<file path="config.mk">
export PLATFORM = sky130hd
export DESIGN_NAME = mc_result_collector
export DESIGN_NICKNAME = d
export VERILOG_FILES = /design/src/rtl/mc_result_collector.sv
export SDC_FILE = /design/constraint.sdc
export NUM_CORES = 1
export LEC_CHECK = 0
export ABC_CLOCK_PERIOD_IN_PS = 20000
export BUFFER_PORTS_ARGS = -buffer_cell sky130_fd_sc_hd__buf_2
export CORE_MARGIN = 5
export CORE_UTILIZATION = 30
export DETAILED_ROUTE_END_ITERATION = 12
export SYNTH_ARGS = -nofsm -noshare
export SYNTH_HDL_FRONTEND = slang
export SYNTH_SLANG_ARGS = --single-unit
</file>
<file path="constraint.sdc">
create_clock -name CLK -period 20 [get_ports CLK]
set_input_delay 3 -clock CLK [delete_from_list [all_inputs] [get_ports CLK]]
set_output_delay 3 -clock CLK [all_outputs]
set_load 0.02 [all_outputs]
</file>
<file path="src/rtl/mc_result_collector.sv">
// Collects per-core MC accumulators, sums/normalises/discounts them; oValid rises CoreN+2 edges after the last done.
// Holds oPrice/oValid until iAck; cores may deliver the next batch meanwhile (a second done per batch sets oOverrun).
module mc_result_collector #(
  parameter int CoreN     = 2,
  parameter int logCoreN  = 1,
  parameter int AccWidth  = 27,
  parameter int logPaths  = 10,
  parameter int DiscWidth = 18
) (
  input  logic                      CLK,
  input  logic                      RST,
  input  logic [CoreN*AccWidth-1:0] iAcc,
  input  logic [CoreN-1:0]          iDone,
  input  logic [DiscWidth-1:0]      iDiscount,
  output logic [AccWidth-1:0]       oPrice,
  output logic                      oValid,
  input  logic                      iAck,
  output logic                      oBusy,
  output logic                      oOverrun,
  output logic [15:0]               oBatchCount
);

  localparam int SumW  = AccWidth + logCoreN;
  localparam int ProdW = AccWidth + DiscWidth;
  localparam logic [logCoreN-1:0] LastIdx = logCoreN'(CoreN - 1);

  typedef enum logic [1:0] {IDLE, SUM, SCALE, OUT} state_t;

  state_t                             state_q, state_d;
  logic [CoreN-1:0][AccWidth-1:0]     cap_q, cap_d;
  logic [CoreN-1:0]                   flag_q, flag_d;
  logic [SumW-1:0]                    sum_q, sum_d;
  logic [logCoreN-1:0]                idx_q, idx_d;
  logic [AccWidth-1:0]                price_q, price_d;
  logic                               valid_q, valid_d;
  logic                               overrun_q, overrun_d;
  logic [15:0]                        batch_cnt_q, batch_cnt_d;
  logic                               last_sum;

  always_comb begin
    state_d     = state_q;
    cap_d       = cap_q;
    flag_d      = flag_q;
    sum_d       = sum_q;
    idx_d       = idx_q;
    price_d     = price_q;
    valid_d     = valid_q;
    overrun_d   = overrun_q;
    batch_cnt_d = batch_cnt_q;
    last_sum    = (state_q == SUM) && (idx_q == LastIdx);

    // Flags clear on the final SUM edge, but a done landing on that same edge
    // belongs to the next batch and must survive the clear.
    if (last_sum) flag_d = '0;
    for (int i = 0; i < CoreN; i++) begin
      if (iDone[i]) begin
        if (!flag_q[i] || last_sum) begin
          cap_d[i]  = iAcc[i*AccWidth +: AccWidth];
          flag_d[i] = 1'b1;
        end else begin
          overrun_d = 1'b1;
        end
      end
    end

    case (state_q)
      IDLE: begin
        sum_d = '0;
        idx_d = '0;
        if (&flag_q) state_d = SUM;
      end
      SUM: begin
        sum_d = sum_q + SumW'(cap_q[idx_q]);
        idx_d = idx_q + logCoreN'(1);
        if (last_sum) state_d = SCALE;
      end
      SCALE: begin
        // Mean over all paths, then keep the integer.fraction alignment of the accumulator.
        price_d = AccWidth'(
          ({{DiscWidth{1'b0}}, AccWidth'(sum_q >> (logPaths + logCoreN))} *
           {{AccWidth{1'b0}}, iDiscount}) >> DiscWidth);
        valid_d = 1'b1;
        state_d = OUT;
      end
      OUT: begin
        if (iAck) begin
          valid_d     = 1'b0;
          batch_cnt_d = batch_cnt_q + 16'd1;
          state_d     = IDLE;
        end
      end
      default: state_d = IDLE;
    endcase
  end

  always_ff @(posedge CLK) begin
    if (RST) begin
      state_q     <= IDLE;
      cap_q       <= '0;
      flag_q      <= '0;
      sum_q       <= '0;
      idx_q       <= '0;
      price_q     <= '0;
      valid_q     <= 1'b0;
      overrun_q   <= 1'b0;
      batch_cnt_q <= '0;
    end else begin
      state_q     <= state_d;
      cap_q       <= cap_d;
      flag_q      <= flag_d;
      sum_q       <= sum_d;
      idx_q       <= idx_d;
      price_q     <= price_d;
      valid_q     <= valid_d;
      overrun_q   <= overrun_d;
      batch_cnt_q <= batch_cnt_d;
    end
  end

  assign oPrice      = price_q;
  assign oValid      = valid_q;
  assign oBusy       = (state_q != IDLE);
  assign oOverrun    = overrun_q;
  assign oBatchCount = batch_cnt_q;

  // ProdW documents the full multiplier width used inside SCALE.
  if (ProdW < AccWidth) begin : g_bad_width
    $error("mc_result_collector: DiscWidth must be non-negative");
  end

endmodule

</file>
==> flow_summary.json, run 1 <==
{
  "drv_cap": 0,
  "grt_usage_pct": 14.3,
  "fin_cells": 2625,
  "fin_crit_ps": 8540,
  "clock.fmax_ghz": 0.117,
  "finalNetCount": 2378,
  "overflow": 0,
  "seqPwrFrac_pct": 29.0,
  "finalSetupViolCount": 0,
  "cts_buffers": 17,
  "cts_tree": "built",
  "path_clk_slew_ps": 60,
  "drv_slew": 0,
  "p_comb_share_pct": 38.0,
  "grt_pass1_vias": 13251,
  "critPathCaptureType": "flip-flop",
  "ioPinCount": 123,
  "synth-seq-cells": 122,
  "fin_skew_ps": 8.65,
  "synth_area_mm2": 0.0159,
  "synth_area_per_cell_um2": 8.43,
  "async_reset_ff_share_pct": 0,
  "root_buffer": "clkbuf_16",
  "worst_r2r_path_depth": 21,
  "status": "finished clean",
  "synth_top_area_share_pct": 30.1,
  "cts_hold_buffers": 0,
  "cts_buffer_depth": 2,
  "cp_max_fo": 17,
  "start_util_pct": 30.2,
  "fin_crit_sh_pct": 42.7,
  "final_common_cell": "nand2_1",
  "vdd_drop_max_v": 0.0000676,
  "switching_share_pct": 38.3,
  "syn_inst": 1880,
  "clk_latency_ps": 430,
  "synth_edf_count": 0,
  "drt_iter0_markers": 640,
  "critPathKind": "in2reg",
  "tightest_slew_ps": 1140,
  "yosys.area.top_type": "fa_1",
  "r2r-start": "sum_q[19]$_SDFFE_PP0P_",
  "synth_ff_type": "dfxtp_1",
  "ant_nets": 0,
  "gp_congestion": 0.869,
  "reg2reg_to": "oPrice[16]$_SDFFE_PP0P_",
  "worstSetupStartpoint": "iDiscount[13]",
  "cts_resized": 0,
  "vias_per_cell": 4.81,
  "die_height_um": 240,
  "drt_wl_total_mm": 40.4,
  "grt_antenna_before_repair": 4,
  "ys.warnings.count": 0,
  "syn_to_final_growth_pct": 10.6,
  "layout_common_cells": "nand2_1, inv_1, fa_1",
  "p_int_w": 0.000599,
  "tns_ps": 0,
  "die_w_um": 240,
  "start_kind": "primary input",
  "endpoint": "oPrice[16]$_SDFFE_PP0P_",
  "powerDensity_mw_per_mm2": 55.4,
  "core_area_mm2": 0.0524,
  "synth_area_leaders": "fa_1, dfxtp_1, ha_1, nand2_1, inv_1",
  "io_buffers": 112,
  "synthDistinctLibCells": 59,
  "dpl.cell_count": 2593,
  "drc": 0,
  "wl_per_cell_um": 15.4,
  "yosysSeqAreaShare_pct": 15.4,
  "rows": 84,
  "ff2ff_setup_slack_ps": 13350,
  "dieArea_mm2": 0.0575,
  "post_cts.repair.setup_buffers": 0,
  "drive_above_1_share_pct": 9.25,
  "vias": 12631,
  "clock-sinks": 122,
  "grt_max_degree": 67,
  "slew_headroom_pct": 23.6,
  "cp_data_required_time_ps": 20350,
  "rsz0062_at_grt": "false",
  "min_path_type": "reg2reg",
  "cp.arrival_ps": 8890,
  "power_leakage_nw": 8.58,
  "hold_viol": 0,
  "hpwlAfterDp_mm": 31.6,
  "power.switching_w": 0.000372,
  "dr.pass1.iters": 6,
  "grt_pass1_wl_mm": 67.3,
  "htree_num_levels": 4,
  "pwr-share-clk_pct": 33.1
}
-- state kept, by name, summed over array words and instances (netlist names) --
signal and flops:
flag_q 2, sum_q 28, cap_q 54, idx_q 1, oValid 1, oOverrun 1, oBatchCount 16, oPrice 17
state_q 2
-- power groups by stage --
stage / Combinational [W] / Sequential [W] / Clock (W)
6_report: 0.000369 / 0.000282 / 0.000321
5_1_grt: 0.000421 / 0.000284 / 0.000340
4_1_cts: 0.000375 / 0.000281 / 0.000329
3_5_place_dp: 0.000372 / 0.000286 / 0
3_3_place_gp: 0.000365 / 0.000286 / 0
2_1_floorplan: 0.000277 / 0.000273 / 0
-- worst max-delay path: stages --
cell	delay [ps]
buf_2	350
nand2_1	140
fa_1	550
fa_1	510
fa_1	520
inv_1	60
fa_1	490
fa_1	490
inv_1	50
fa_1	480
inv_1	50
ha_1	330
a21oi_1	290
o221ai_1	200
a211oi_1	310
o41ai_2	180
a211oi_1	380
o21ai_1	140
xnor2_1	140
a211oi_1	220
-- per-layer routing --
layer	global-route usage (%)	share of wire, %
met5	0	0.084
met4	3.99	2.0
met3	2.58	6.0
met2	24.4	49
met1	18.7	43
-- stage by stage --
stage                     util, %  cell area (µm²)  hold slack [ps]  power [W]  setup slack, ps
after floorplan                 -            15900              433   0.000549            11520
after global placement       32.3            16900              440   0.000651            11110
after detailed placement     32.3            16900              443   0.000658            11010
after CTS                    33.4            17500              452   0.000986            11460
after global routing         33.4            17500              469    0.00105            11080
final                        33.4            17500              451   0.000972            11460
-- Yosys cell counts, drive strengths merged, types with 12 or more instances --
| library cell | number |
|---|---|
| nand2 | 337 |
| dfxtp | 122 |
| a21oi | 119 |
| xor2 | 28 |
| clkbuf | 86 |
| fa | 238 |
| a211oi | 12 |
| ha | 139 |
| nand4 | 15 |
| inv | 288 |
| o21ai | 46 |
| buf | 14 |
| and3 | 22 |
| a21o | 23 |
| mux2 | 27 |
| xnor2 | 24 |
| and2 | 142 |
| nand3 | 24 |
| nor2 | 69 |
-- area by class of cell --
cell class,count,area (µm²)
diodes,1,2.50
clock buffers,20,467
clock inverters,11,144
fillers,5439,34900
inverters,288,1080
multi-input cells,1379,11900
flip-flops and latches,122,2440
well taps,688,861
repair buffers,116,593
-- worst min-delay path by stage --
stage	endpoint	cells past startpoint	slack, ps	startpoint
4_1_cts	cap_q[45]$_SDFFE_PP0P_	2	450	cap_q[45]$_SDFFE_PP0P_
6_report	cap_q[45]$_SDFFE_PP0P_	2	450	cap_q[45]$_SDFFE_PP0P_
3_5_place_dp	cap_q[45]$_SDFFE_PP0P_	2	440	cap_q[45]$_SDFFE_PP0P_
5_1_grt	cap_q[34]$_SDFFE_PP0P_	2	470	cap_q[34]$_SDFFE_PP0P_
2_1_floorplan	cap_q[27]$_SDFFE_PP0P_	2	430	cap_q[27]$_SDFFE_PP0P_
3_3_place_gp	cap_q[41]$_SDFFE_PP0P_	2	440	cap_q[41]$_SDFFE_PP0P_
-- cell families after synthesis --
kind of cell	count (synthesis)	share of synthesized area [%]
buffers and inverters	388	9.43
xor gates and xnor gates	52	2.87
and+or+nand+nor	646	18.9
AOI/OAI and AO/OA	259	9.88
other	1	0.0237
DFF	122	15.4
muxes	35	2.42
adders and majority gates	377	41.0
No activity file was read; power rests on OpenSTA's default activity.
==> run 2, diff against run 1 <==
Settings changed: ABC_CLOCK_PERIOD_IN_PS 20000 to 7550.
Clock period 20 ns to 7.55 ns, I/O delays scaled along.
==> run 2 against run 1 <==
Compared with the run above: largest cell class unchanged; power rose to 2.7 times the previous value; clock-buffer cell count down 3; setup slack worse by 11000 ps; via count up 0.61%; sequential share of layout area down 0.089 points; critical path type unchanged; first-iteration DRC count down 13%; wire length up 1.2%; final area up 0.64%; largest power group unchanged; die area unchanged; non-clock buffer count up 10.
==> flow_summary.json, run 2 (synthesis gave the netlist of run 1 again) <==
{
  "root_buffer": "clkbuf_16",
  "drive_above_1_share_pct": 9.76,
  "clk_latency_ps": 430,
  "hold_viol": 0,
  "dieArea_mm2": 0.0575,
  "regMostFlops": "cap_q",
  "wl_per_cell_um": 15.5,
  "rows": 84,
  "cts_buffer_depth": 2,
  "final_common_cell": "nand2_1",
  "post_cts.repair.setup_buffers": 0,
  "clock.fmax_ghz": 0.146,
  "slew_headroom_pct": 24.7,
  "die_w_um": 240,
  "min_path_type": "reg2reg",
  "fin_total_pwr_w": 0.00263,
  "dr.pass1.iters": 4,
  "ant_nets": 0,
  "overflow": 0,
  "tns_ps": 0,
  "finalSetupViolCount": 0,
  "cts_resized": 0,
  "place_ws_ps": 368,
  "cp.arrival_ps": 7200,
  "gp_congestion": 0.877,
  "cp_data_required_time_ps": 7900,
  "cts_buffers": 17,
  "layout_common_cells": "nand2_1, inv_1, fa_1",
  "grt_pass1_vias": 13190,
  "die_height_um": 240,
  "cts_tree": "built",
  "grt_antenna_before_repair": 4,
  "htree_num_levels": 4,
  "cp_max_fo": 17,
  "fin_crit_ps": 6850,
  "timing.final.ws_setup_ps": 702,
  "path_clk_slew_ps": 60,
  "status": "finished clean",
  "vias_per_cell": 4.82,
  "rsz0062_at_grt": "false",
  "clock-sinks": 122,
  "syn_to_final_growth_pct": 11.4,
  "holdWs_ps": 450,
  "drt_wl_total_mm": 40.9,
  "drt_iter0_markers": 558,
  "grt_pass1_wl_mm": 67.0,
  "start_util_pct": 30.2,
  "slowest_delay_ps": 560,
  "grt_usage_pct": 14.4,
  "fin_util_pct": 33.7,
  "crit_slowest_cell": "fa_1",
  "core_area_mm2": 0.0524,
  "critPathKind": "in2reg",
  "powerDensity_mw_per_mm2": 149,
  "drc": 0,
  "grt_max_degree": 68,
  "tightest_slew_ps": 1130,
  "crit_chain": "buf_2 > nand2_1 > fa_1 > fa_1 > fa_1 > inv_1 > fa_1 > fa_1 > inv_1 > fa_1 > inv_1 > ha_1 > a21oi_1 > o221ai_1 > a211oi_1 > o41ai_2 > a211oi_1 > o21ai_1 > xnor2_1 > a211oi_1",
  "largest_reg_flops": 54,
  "fin_skew_ps": 14.3,
  "cts_hold_buffers": 0,
  "vdd_drop_max_v": 0.000171,
  "ioPinCount": 123,
  "cp_common_cell": "fa_1",
  "fin_crit_sh_pct": 90.7,
  "start_kind": "primary input",
  "hpwlAfterDp_mm": 32.4,
  "power_leakage_nw": 8.65,
  "critPathCaptureType": "flip-flop",
  "finalNetCount": 2388,
  "drv_cap": 0,
  "io_buffers": 112,
  "drv_slew": 0,
  "vias": 12708
}
run 2: cell types whose count changed in the layout (fill, tap and decap cells not counted), sizes merged:
cell      delta
bufinv       +2
clkinv       +3
clkinvlp     -1
buf         +10
clkbuf       -3
run 2: worst max-delay path: cells and delay by family:
family	cells	cell delay, ps
buffers and inverters	4	500
AO/OA/AOI/OAI	7	1880
adder cells (fa/ha/maj)	7	3380
XOR/XNOR	1	140
AND/OR/NAND/NOR	1	140
run 2: layout make-up:
| class | instances | area (µm²) |
|---|---|---|
| Multi-Input combinational cell | 1379 | 11900 |
| Timing Repair Buffer | 126 | 668 |
| Tap cell | 688 | 861 |
| Antenna cell | 1 | 2.50 |
| Sequential cell | 122 | 2440 |
| Clock inverter | 15 | 223 |
| Inverter | 288 | 1080 |
| Clock buffer | 17 | 425 |
| Fill cell | 5488 | 34800 |
run 2: power breakdown:
group / internal [W] / switching, W / total, W
registers: 0.000684 / 0.0000563 / 0.000740
clock network: 0.000585 / 0.000310 / 0.000895
logic: 0.000367 / 0.000626 / 0.000993
total: 0.00164 / 0.000993 / 0.00263
run 2: stage by stage:
step | instances | area (µm²)
floorplan | 1889 | 15900
global placement | 2603 | 17000
detailed placement | 2603 | 17000
CTS | 2635 | 17600
global route | 2635 | 17600
finish | 2636 | 17700
run 2: final timing paths:
path | cells past startpoint | to | start | slack (ps)
setup / recovery | 20 | oPrice[16]$_SDFFE_PP0P_ | iDiscount[13] | 700
hold / removal | 2 | cap_q[52]$_SDFFE_PP0P_ | cap_q[52]$_SDFFE_PP0P_ | 450
setup reg to reg | 19 | oPrice[16]$_SDFFE_PP0P_ | sum_q[13]$_SDFFE_PP0P_ | 730
hold reg to reg | 2 | cap_q[52]$_SDFFE_PP0P_ | cap_q[52]$_SDFFE_PP0P_ | 450
run 2: routing by layer:
metal	vias up	wire length [µm]	global-route usage (%)	part of all wire [%]
li1	6004	-	-	-
met3	61	2420	2.82	5.9
met1	6305	18100	19.3	44
met4	6	983	4.25	2.4
met2	332	19300	23.6	47
met5	-	46	0	0.11
